[src/rtl/wb_scr_arbiter_pkg.sv]
// Shared encodings and byte-lane helpers for the SCR1 IMEM/DMEM to Wishbone arbiter.
package wb_scr_arbiter_pkg;

    typedef enum logic [1:0] {
        RESP_IDLE = 2'b00,
        RESP_OK   = 2'b01,
        RESP_ERR  = 2'b10
    } resp_e;

    typedef enum logic [1:0] {
        WIDTH_BYTE = 2'b00,
        WIDTH_HALF = 2'b01,
        WIDTH_WORD = 2'b10,
        WIDTH_RSVD = 2'b11
    } width_e;

    typedef enum logic [1:0] {
        ST_IDLE = 2'b00,
        ST_BUS  = 2'b01,
        ST_RESP = 2'b10
    } state_e;

    localparam logic       PORT_IMEM = 1'b0;
    localparam logic       PORT_DMEM = 1'b1;
    localparam logic [3:0] SEL_WORD  = 4'b1111;

    // The reserved width code is never a legal access, whatever the address.
    function automatic logic isMisaligned(input logic [1:0] width, input logic [1:0] addrLow);
        logic bad;
        bad = 1'b0;
        if (width == WIDTH_HALF) begin
            bad = addrLow[0];
        end else if (width == WIDTH_WORD) begin
            bad = (addrLow != 2'b00);
        end else if (width == WIDTH_RSVD) begin
            bad = 1'b1;
        end
        return bad;
    endfunction

    function automatic logic [3:0] calcSel(input logic [1:0] width, input logic [1:0] addrLow);
        logic [3:0] sel;
        sel = 4'b0000;
        if (width == WIDTH_BYTE) begin
            sel = 4'b0001 << addrLow;
        end else if (width == WIDTH_HALF) begin
            sel = addrLow[1] ? 4'b1100 : 4'b0011;
        end else if (width == WIDTH_WORD) begin
            sel = SEL_WORD;
        end
        return sel;
    endfunction

    // Narrow write data arrives LSB-aligned; copy it onto every lane so the
    // slave finds it under whichever select bits are set.
    function automatic logic [31:0] replicateData(input logic [1:0] width, input logic [31:0] data);
        logic [31:0] rep;
        rep = data;
        if (width == WIDTH_BYTE) begin
            rep = {4{data[7:0]}};
        end else if (width == WIDTH_HALF) begin
            rep = {2{data[15:0]}};
        end
        return rep;
    endfunction

endpackage

[src/rtl/wb_scr_sel_gen.sv]
// Combinational DMEM lane decode: byte selects, replicated write data and misalignment flag.
module wb_scr_sel_gen
    import wb_scr_arbiter_pkg::*;
(
    input  logic [1:0]  width_i,
    input  logic [1:0]  addrLow_i,
    input  logic [31:0] wdata_i,
    output logic [3:0]  sel_o,
    output logic [31:0] wdata_o,
    output logic        misaligned_o
);

    always_comb begin
        sel_o        = calcSel(width_i, addrLow_i);
        wdata_o      = replicateData(width_i, wdata_i);
        misaligned_o = isMisaligned(width_i, addrLow_i);
    end

endmodule

[src/rtl/wb_scr_arbiter.sv]
// Shares one Wishbone B4 classic master between the SCR1 IMEM and DMEM request ports.
// Define WB_SCR_ARB_RR_EN for round-robin arbitration; otherwise DMEM has fixed priority.
module wb_scr_arbiter
    import wb_scr_arbiter_pkg::*;
#(
    parameter int AW = 32,
    parameter int DW = 32
) (
    input  logic          wb_clk_i,
    input  logic          wb_rst_i,

    input  logic          imem_req_i,
    input  logic [AW-1:0] imem_addr_i,
    output logic          imem_req_ack_o,
    output logic [DW-1:0] imem_rdata_o,
    output logic [1:0]    imem_resp_o,

    input  logic          dmem_req_i,
    input  logic          dmem_cmd_i,
    input  logic [1:0]    dmem_width_i,
    input  logic [AW-1:0] dmem_addr_i,
    input  logic [DW-1:0] dmem_wdata_i,
    output logic          dmem_req_ack_o,
    output logic [DW-1:0] dmem_rdata_o,
    output logic [1:0]    dmem_resp_o,

    output logic [AW-1:0] wbm_adr_o,
    output logic [DW-1:0] wbm_dat_o,
    input  logic [DW-1:0] wbm_dat_i,
    output logic          wbm_we_o,
    output logic [3:0]    wbm_sel_o,
    output logic          wbm_stb_o,
    output logic          wbm_cyc_o,
    input  logic          wbm_ack_i,
    input  logic          wbm_err_i
);

    state_e        state_q;
    logic          owner_q;
    logic          cyc_q;
    logic          stb_q;
    logic          we_q;
    logic [AW-1:0] adr_q;
    logic [DW-1:0] dat_q;
    logic [3:0]    sel_q;
    resp_e         imemResp_q;
    resp_e         dmemResp_q;
    logic [DW-1:0] imemRdata_q;
    logic [DW-1:0] dmemRdata_q;

    logic          isIdle;
    logic          dmemHasPrio;
    logic          grantDmem;
    logic          grantImem;
    logic          busDone;
    logic [3:0]    dmemSel;
    logic [DW-1:0] dmemWdataRep;
    logic          dmemMisaligned;
    logic [AW-1:0] dmemAdr_d;
    logic [AW-1:0] imemAdr_d;
    logic          unusedImemLow;

    wb_scr_sel_gen u_selGen (
        .width_i      (dmem_width_i),
        .addrLow_i    (dmem_addr_i[1:0]),
        .wdata_i      (dmem_wdata_i),
        .sel_o        (dmemSel),
        .wdata_o      (dmemWdataRep),
        .misaligned_o (dmemMisaligned)
    );

    // Instruction fetches are always whole words, so the low address bits carry no information.
    assign unusedImemLow = ^imem_addr_i[1:0];

    assign isIdle    = (state_q == ST_IDLE);
    assign grantDmem = isIdle && dmem_req_i && (dmemHasPrio || !imem_req_i);
    assign grantImem = isIdle && imem_req_i && !grantDmem;
    assign busDone   = wbm_ack_i || wbm_err_i;
    assign dmemAdr_d = {dmem_addr_i[AW-1:2], 2'b00};
    assign imemAdr_d = {imem_addr_i[AW-1:2], 2'b00};

`ifdef WB_SCR_ARB_RR_EN
    logic prioDmem_q;
    logic prioDmem_d;

    // Whoever just won yields priority to the other port for the next tie.
    always_comb begin
        prioDmem_d = prioDmem_q;
        if (grantDmem) begin
            prioDmem_d = 1'b0;
        end else if (grantImem) begin
            prioDmem_d = 1'b1;
        end
    end

    always_ff @(posedge wb_clk_i or posedge wb_rst_i) begin
        if (wb_rst_i) begin
            prioDmem_q <= 1'b1;
        end else begin
            prioDmem_q <= prioDmem_d;
        end
    end

    assign dmemHasPrio = prioDmem_q;
`else
    assign dmemHasPrio = 1'b1;
`endif

    always_ff @(posedge wb_clk_i or posedge wb_rst_i) begin
        if (wb_rst_i) begin
            state_q     <= ST_IDLE;
            owner_q     <= PORT_IMEM;
            cyc_q       <= 1'b0;
            stb_q       <= 1'b0;
            we_q        <= 1'b0;
            adr_q       <= '0;
            dat_q       <= '0;
            sel_q       <= '0;
            imemResp_q  <= RESP_IDLE;
            dmemResp_q  <= RESP_IDLE;
            imemRdata_q <= '0;
            dmemRdata_q <= '0;
        end else begin
            case (state_q)
                ST_IDLE: begin
                    if (grantDmem) begin
                        owner_q <= PORT_DMEM;
                        // A misaligned access is refused locally without touching the bus.
                        if (dmemMisaligned) begin
                            dmemResp_q <= RESP_ERR;
                            state_q    <= ST_RESP;
                        end else begin
                            cyc_q   <= 1'b1;
                            stb_q   <= 1'b1;
                            we_q    <= dmem_cmd_i;
                            adr_q   <= dmemAdr_d;
                            dat_q   <= dmemWdataRep;
                            sel_q   <= dmemSel;
                            state_q <= ST_BUS;
                        end
                    end else if (grantImem) begin
                        owner_q <= PORT_IMEM;
                        cyc_q   <= 1'b1;
                        stb_q   <= 1'b1;
                        we_q    <= 1'b0;
                        adr_q   <= imemAdr_d;
                        dat_q   <= '0;
                        sel_q   <= SEL_WORD;
                        state_q <= ST_BUS;
                    end
                end
                ST_BUS: begin
                    if (busDone) begin
                        cyc_q   <= 1'b0;
                        stb_q   <= 1'b0;
                        we_q    <= 1'b0;
                        state_q <= ST_RESP;
                        if (owner_q == PORT_DMEM) begin
                            dmemResp_q <= wbm_err_i ? RESP_ERR : RESP_OK;
                            if (!we_q) begin
                                dmemRdata_q <= wbm_dat_i;
                            end
                        end else begin
                            imemResp_q  <= wbm_err_i ? RESP_ERR : RESP_OK;
                            imemRdata_q <= wbm_dat_i;
                        end
                    end
                end
                ST_RESP: begin
                    imemResp_q <= RESP_IDLE;
                    dmemResp_q <= RESP_IDLE;
                    state_q    <= ST_IDLE;
                end
                default: begin
                    state_q <= ST_IDLE;
                end
            endcase
        end
    end

    assign imem_req_ack_o = grantImem;
    assign dmem_req_ack_o = grantDmem;
    assign imem_rdata_o   = imemRdata_q;
    assign dmem_rdata_o   = dmemRdata_q;
    assign imem_resp_o    = imemResp_q;
    assign dmem_resp_o    = dmemResp_q;
    assign wbm_adr_o      = adr_q;
    assign wbm_dat_o      = dat_q;
    assign wbm_we_o       = we_q;
    assign wbm_sel_o      = sel_q;
    assign wbm_stb_o      = stb_q;
    assign wbm_cyc_o      = cyc_q;

endmodule

[config.mk]
export PLATFORM = sky130hd
export DESIGN_NAME = wb_scr_arbiter
export DESIGN_NICKNAME = d
export VERILOG_FILES = /design/src/rtl/wb_scr_arbiter_pkg.sv /design/src/rtl/wb_scr_sel_gen.sv /design/src/rtl/wb_scr_arbiter.sv
export SDC_FILE = /design/constraint.sdc
export NUM_CORES = 1
export LEC_CHECK = 0
export BUFFER_PORTS_ARGS = -buffer_cell sky130_fd_sc_hd__clkbuf_2
export CORE_MARGIN = 1
export CORE_UTILIZATION = 51
export CTS_CLUSTER_SIZE = 30
export DETAILED_ROUTE_END_ITERATION = 7
export HOLD_SLACK_MARGIN = 0.03
export PLACE_DENSITY = 0.86
export SLEW_MARGIN = 20
export SYNTH_ARGS = -nofsm -noshare
export SYNTH_HDL_FRONTEND = slang
export SYNTH_HIERARCHICAL = 1
export SYNTH_SLANG_ARGS = --single-unit
[constraint.sdc]
create_clock -name wb_clk_i -period 8.51 [get_ports wb_clk_i]
set_clock_uncertainty 0.1 [all_clocks]
set_input_delay 1.702 -clock wb_clk_i [delete_from_list [all_inputs] [get_ports wb_clk_i]]
set_output_delay 1.702 -clock wb_clk_i [all_outputs]
set_load 0.005 [all_outputs]
-- Yosys cells after proc, flatten, opt, wreduce, memory -nomap -nowiden
Index checks and enable logic that the tools add are counted.
- register bits after elaboration: 141
- output and inout bits: 141
- word-level logic and storage cells: 89
- equal/unequal tests: 13
- shifts and indexed selects: 1
- mux-type cells: 42
- bitwise operators: 2
- reduce and logical (&&, ||, !) cells: 20
- operators by type and width (kind ; count):
    2-to-1 mux 32 bit ; 8
    2-to-1 mux 4 bit ; 7
    2-to-1 mux 2 bit ; 11
    2-to-1 mux 1 bit ; 11
    AND reduction 3 bit ; 3
    inequality test 2 bit, second input constant ; 4
    case mux 2 bit (2 select lines) ; 2
    AND reduction 4 bit ; 2
    nonzero test 2 bit ; 4
    == test 2 bit, second input constant ; 3
    case mux 2 bit (3 select lines) ; 1
    AND reduction 5 bit ; 1
    == test 2 x 1 -> 1 bit, second input constant ; 2
    zero test 2 bit ; 2
    inequality test 2 x 1 -> 1 bit, second input constant ; 2
    case mux 1 bit (2 select lines) ; 2
    AND reduction 2 bit ; 2
    left shift 1 x 2 -> 4 bit, first input constant ; 1
    logical AND 1 bit ; 3
    inequality test 3 x 2 -> 1 bit, second input constant ; 1
    inequality test 3 bit, second input constant ; 1
    nonzero test 3 bit ; 1
    inverter 1 bit ; 2
    zero test 1 bit ; 1
    logical OR 1 bit ; 1

-- Depth between registers and ports, before layout
- word-level depth: 7
- gate-level depth with buffers: 10

-- Modules after synthesis
The synthesis kept the hierarchy.
- by module, submodules not included (module ; times used ; cells each ; area an instance (sq um) ; seq. area each (sq um)):
    wb_scr_arbiter ; 1 ; 406 ; 5530.3 ; 3478.3
    wb_scr_sel_gen ; 1 ; 68 ; 574.3 ; 0.0

-- Worst setup path after synthesis
OpenSTA, ideal clock, no wires.
- path type: input port to output port
- start point: input port dmem_req_i
- end point: output port dmem_req_ack_o
- arrival time: 2.393 ns
- required time: 6.708 ns
- path slack: 4.315 ns
- cell stages on the path: 3
- buffers on the path: 1
- path through: inv_1 > nor3_2 > buf_2
- cells in the longest elaborated chain, start to end: 1
- RTL lines (element ; line ; source):
    start, declared ; wb_scr_arbiter.sv:18 ; input logic dmem_req_i,
    logical AND 1 bit ; wb_scr_arbiter.sv:76 ; assign grantDmem = isIdle && dmem_req_i && (dmemHasPrio || !imem_req_i);
    end, declared ; wb_scr_arbiter.sv:23 ; output logic dmem_req_ack_o,
Every way passes these cells.

-- Final worst setup path
- start point: input port dmem_width_i[1]
- end point: register adr_q[4], in the netlist wbm_adr_o[4]
- cells in the longest elaborated chain, start to end: 6
- RTL lines (element ; line ; source):
    start, declared ; wb_scr_arbiter.sv:20 ; input logic [1:0] dmem_width_i,
    == test 2 bit ; wb_scr_arbiter_pkg.sv:35 ; end else if (width == WIDTH_RSVD) begin
    2-to-1 mux 1 bit ; wb_scr_arbiter_pkg.sv:35 ;
    2-to-1 mux 1 bit ; wb_scr_arbiter_pkg.sv:33 ; end else if (width == WIDTH_WORD) begin
    2-to-1 mux 1 bit (*) ; wb_scr_arbiter_pkg.sv:31 ; if (width == WIDTH_HALF) begin
    via dmemMisaligned ; wb_scr_arbiter.sv:58 ; logic dmemMisaligned;
    inequality test 2 bit (no line) (*) ; -- ;
    AND reduction 3 bit (no line) (*) ; -- ;
    end signal, assigned ; wb_scr_arbiter.sv:136 ; adr_q <= dmemAdr_d;
    end signal, assigned ; wb_scr_arbiter.sv:146 ; adr_q <= imemAdr_d;
    end, declared ; wb_scr_arbiter.sv:43 ; logic [AW-1:0] adr_q;
Mark *: on every way through the listed nets, which the timed path passes. The rest lies on a longest branch.
A chain may end at the register's enable or synchronous reset.

==> summary.txt <==
Status
  – Status: finished with violations
  – Failing checks: design-rule violations

Layout
  – Share of cells above drive strength 1: 53.2%
  – Multi-input logic area: 2340 sq um
  – FF/Latch Area: 3480 sq um
  – N_diodes: 0
  – Post-route cell area: 8080 sq um
  – Final nets: ~870
  – Fill count: just over 800
  – Area Growth Syn to Fin: 32.4%

GRT
  – Vias in the first global route: 4772
  – Largest net degree at the start of global routing: between 90 and 100
  – Antenna violations before repair: 0
  – Gr ovfl total: 0
  – First-pass GRT wire length: 24000 microns
  – Total GRT Usage: 24.6%

CTS
  – CTS Buffer Depth: 2
  – H-tree depth: 4
  – Hold Buf Count CTS: 0
  – Cts bufs inserted: 17
  – CTS clock-pin slew for the worst setup and hold paths: about 60 ps
  – # resized after CTS: 0
  – Post-CTS setup buffers: 0
  – TritonCTS clock tree: yes
  – Root buf cell: clkbuf_16
  – Sink Count: 139
  – Clk Latency, worst-skew pair: 410 ps

Floorplan
  – Die width: 111 microns
  – Die height: 111 microns
  – Initial core utilization: 52.8%
  – I/O pins: 278
  – Row count: 39
  – Die Area: 12400 sq um
  – CORE AREA: between 10000 and 15000 sq um

STA
  – Setup TNS Final: 0 ps
  – Setup WS post-layout: 4350 ps
  – Relative slew margins: between 30% and 40%
  – Worst slew pin tran: 966 ps
  – Unrepaired setup endpoints after global routing: no
  – Fmax: ~240 MHz
  – Final Critical Period: 4160 ps
  – Slew Viols, Final: 0
  – Final Hold Vio Count: 0
  – Final setup vio count: 0
  – Tcrit/Tclk final: 48.9%

Critical path
  – Max stage delay on crit path: 730 ps
  – CP Data Required Time: 8660 ps
  – CP Cell Sequence: clkbuf_2 -> a21oi_1 -> nor2_1 -> nor2b_1 -> o21ai_4 -> buf_4 -> o21ai_0
  – Critical path launch point type: input pin
  – CP arrival: between 4000 and 5000 ps
  – CP Capture Type: flop
  – Slowest CP cell: o21ai_4
  – Setup Crit Path Kind: in2reg
  – Max FO, Critical Path: 60

Placement
  – PortBufs: between 200 and 300
  – GP Congestion: 0.829
  – Dpl ws: around 4000 ps
  – Dpl hpwl: between 10000 and 15000 microns
  – Placed Area: 7440 sq um

Drt
  – Vias: 4749
  – Routed WL per cell: 16.6 microns
  – Final Routed Wirelength: about 15000 microns
  – Mean number of vias per cell: 5.36
  – Antenna viol nets, final: 0
  – DRT iter0 DRCs: 343
  – First-pass iteration count of the detailed router: 6
  – Drt drc: 38

Synthesis
  – Count leader, synth: dfrtp_1
  – Seq cells post-synth: 139
  – Synth warn: 6
  – Syn Area/Cell: 12.9 sq um
  – Cells after Synth: 474
  – Post-synth top area share: 57.0%
  – Main flop type after synthesis: dfrtp_1
  – Unique masters post-synth: 39
  – Syn Std Cell Area: 6100 sq um
  – Most instantiated cells after synthesis: dfrtp_1, mux2_2, nand2_1
  – Area leader, netlist: dfrtp_1
  – EDFF count, synth: 0
  – Async set or reset register ratio after synthesis: 100%
  – Sequential area share after synthesis: 57.0%
  – Top post-synthesis cells by area: dfrtp_1, mux2_2, mux2i_1

Pwr
  – Peak supply drop: 143 uV
  – Pleak: roughly 4.1 nW
  – Pwr per Cell Area: 351 nW/um^2

Min path
  – Class of the tightest hold or removal check: reg2reg

Flow run
  – Maxcap violations: 0
cell type report:
type,count,area share (%)
Clock buffer,20,5.40
Clock inverter,12,2.60
Inverter,7,0.387
Multi-Input combinational cell,287,29.0
Sequential cell,139,43.0
Tap cell,143,2.21
Timing Repair Buffer,278,17.4
worst paths after layout:
path | startpoint | to | slack, ps | cells past startpoint
setup / recovery | dmem_width_i[1] | wbm_adr_o[4] | 4350 | 7
hold / removal | wbm_adr_o[16] | wbm_adr_o[16] | 380 | 2
setup reg to reg | state_q[0] | imem_rdata_o[26] | 5950 | 4
hold reg to reg | wbm_adr_o[16] | wbm_adr_o[16] | 380 | 2
max in group asynchronous | wb_rst_i | dmem_rdata_o[20] | 5820 | 3
min in group asynchronous | wb_rst_i | wbm_dat_o[24] | 1340 | 2
state kept, by name, summed over array words and instances (netlist names):
name and flops:
dmem_rdata_o 32, dmem_resp_o 2, imem_rdata_o 32, imem_resp_o 2, owner_q 1, state_q 2
wbm_adr_o 30, wbm_dat_o 32, wbm_sel_o 4, wbm_stb_o 1, wbm_we_o 1
metrics by stage:
step | std cells | hold WS [ps] | total power, W | utilization [%]
after floorplan | 475 | 373 | 0.00159 | -
after global placement | 854 | 364 | 0.00199 | 64.3
after detailed placement | 854 | 370 | 0.00204 | 64.3
after CTS | 886 | 382 | 0.00286 | 69.9
after global routing | 886 | 399 | 0.00299 | 69.9
final | 886 | 381 | 0.00283 | 69.9
report_power, final:
| part | total, W | switching (W) | internal, W | leakage [nW] |
|---|---|---|---|---|
| Combinational | 0.000878 | 0.000394 | 0.000484 | 2.12 |
| Clock | 0.000807 | 0.000283 | 0.000525 | 0.310 |
| Sequential | 0.00115 | 0.000184 | 0.000966 | 1.71 |
critical path: cells and delay by family:
| kind | cells | cell delay [ps] |
|---|---|---|
| AO/OA/AOI/OAI | 3 | 1000 |
| buffers and inverters | 2 | 1150 |
| AND/OR/NAND/NOR | 2 | 410 |
cell usage in the layout (no fill, tap or decap), types with 2 or more instances in the layout:
cell type,synthesis,final
mux2i_1,41,41
o22a_1,4,4
a21boi_0,2,2
nand2_1,46,46
a21oi_1,10,10
mux2_2,72,72
buf_4,15,5
nor2_1,3,3
clkbuf_16,0,17
inv_6,0,4
a22o_1,33,33
bufinv_16,0,5
mux2_4,7,7
nor3_1,3,3
dfrtp_1,139,139
inv_1,6,5
clkbuf_1,13,3
o21ai_1,3,2
conb_1,1,2
o21ai_0,41,41
nand2b_1,3,3
clkinv_4,0,3
clkbuf_2,0,273
nor2b_1,2,2
cells by family after synthesis:
kind of cell	synth area share, %
DFF	57.0
muxes	21.9
AOI/OAI and AO/OA	10.8
and+or+nand+nor	5.17
buffers and inverters	5.04
other	0.0614
metal layers:
metal / global-route usage, % / wire length, microns
met1: 30.4 / 6050
met2: 41.7 / 7360
met3: 5.28 / 863
met4: 11.3 / 393
met5: 0 / 0
(Power assumes the default switching activity.)
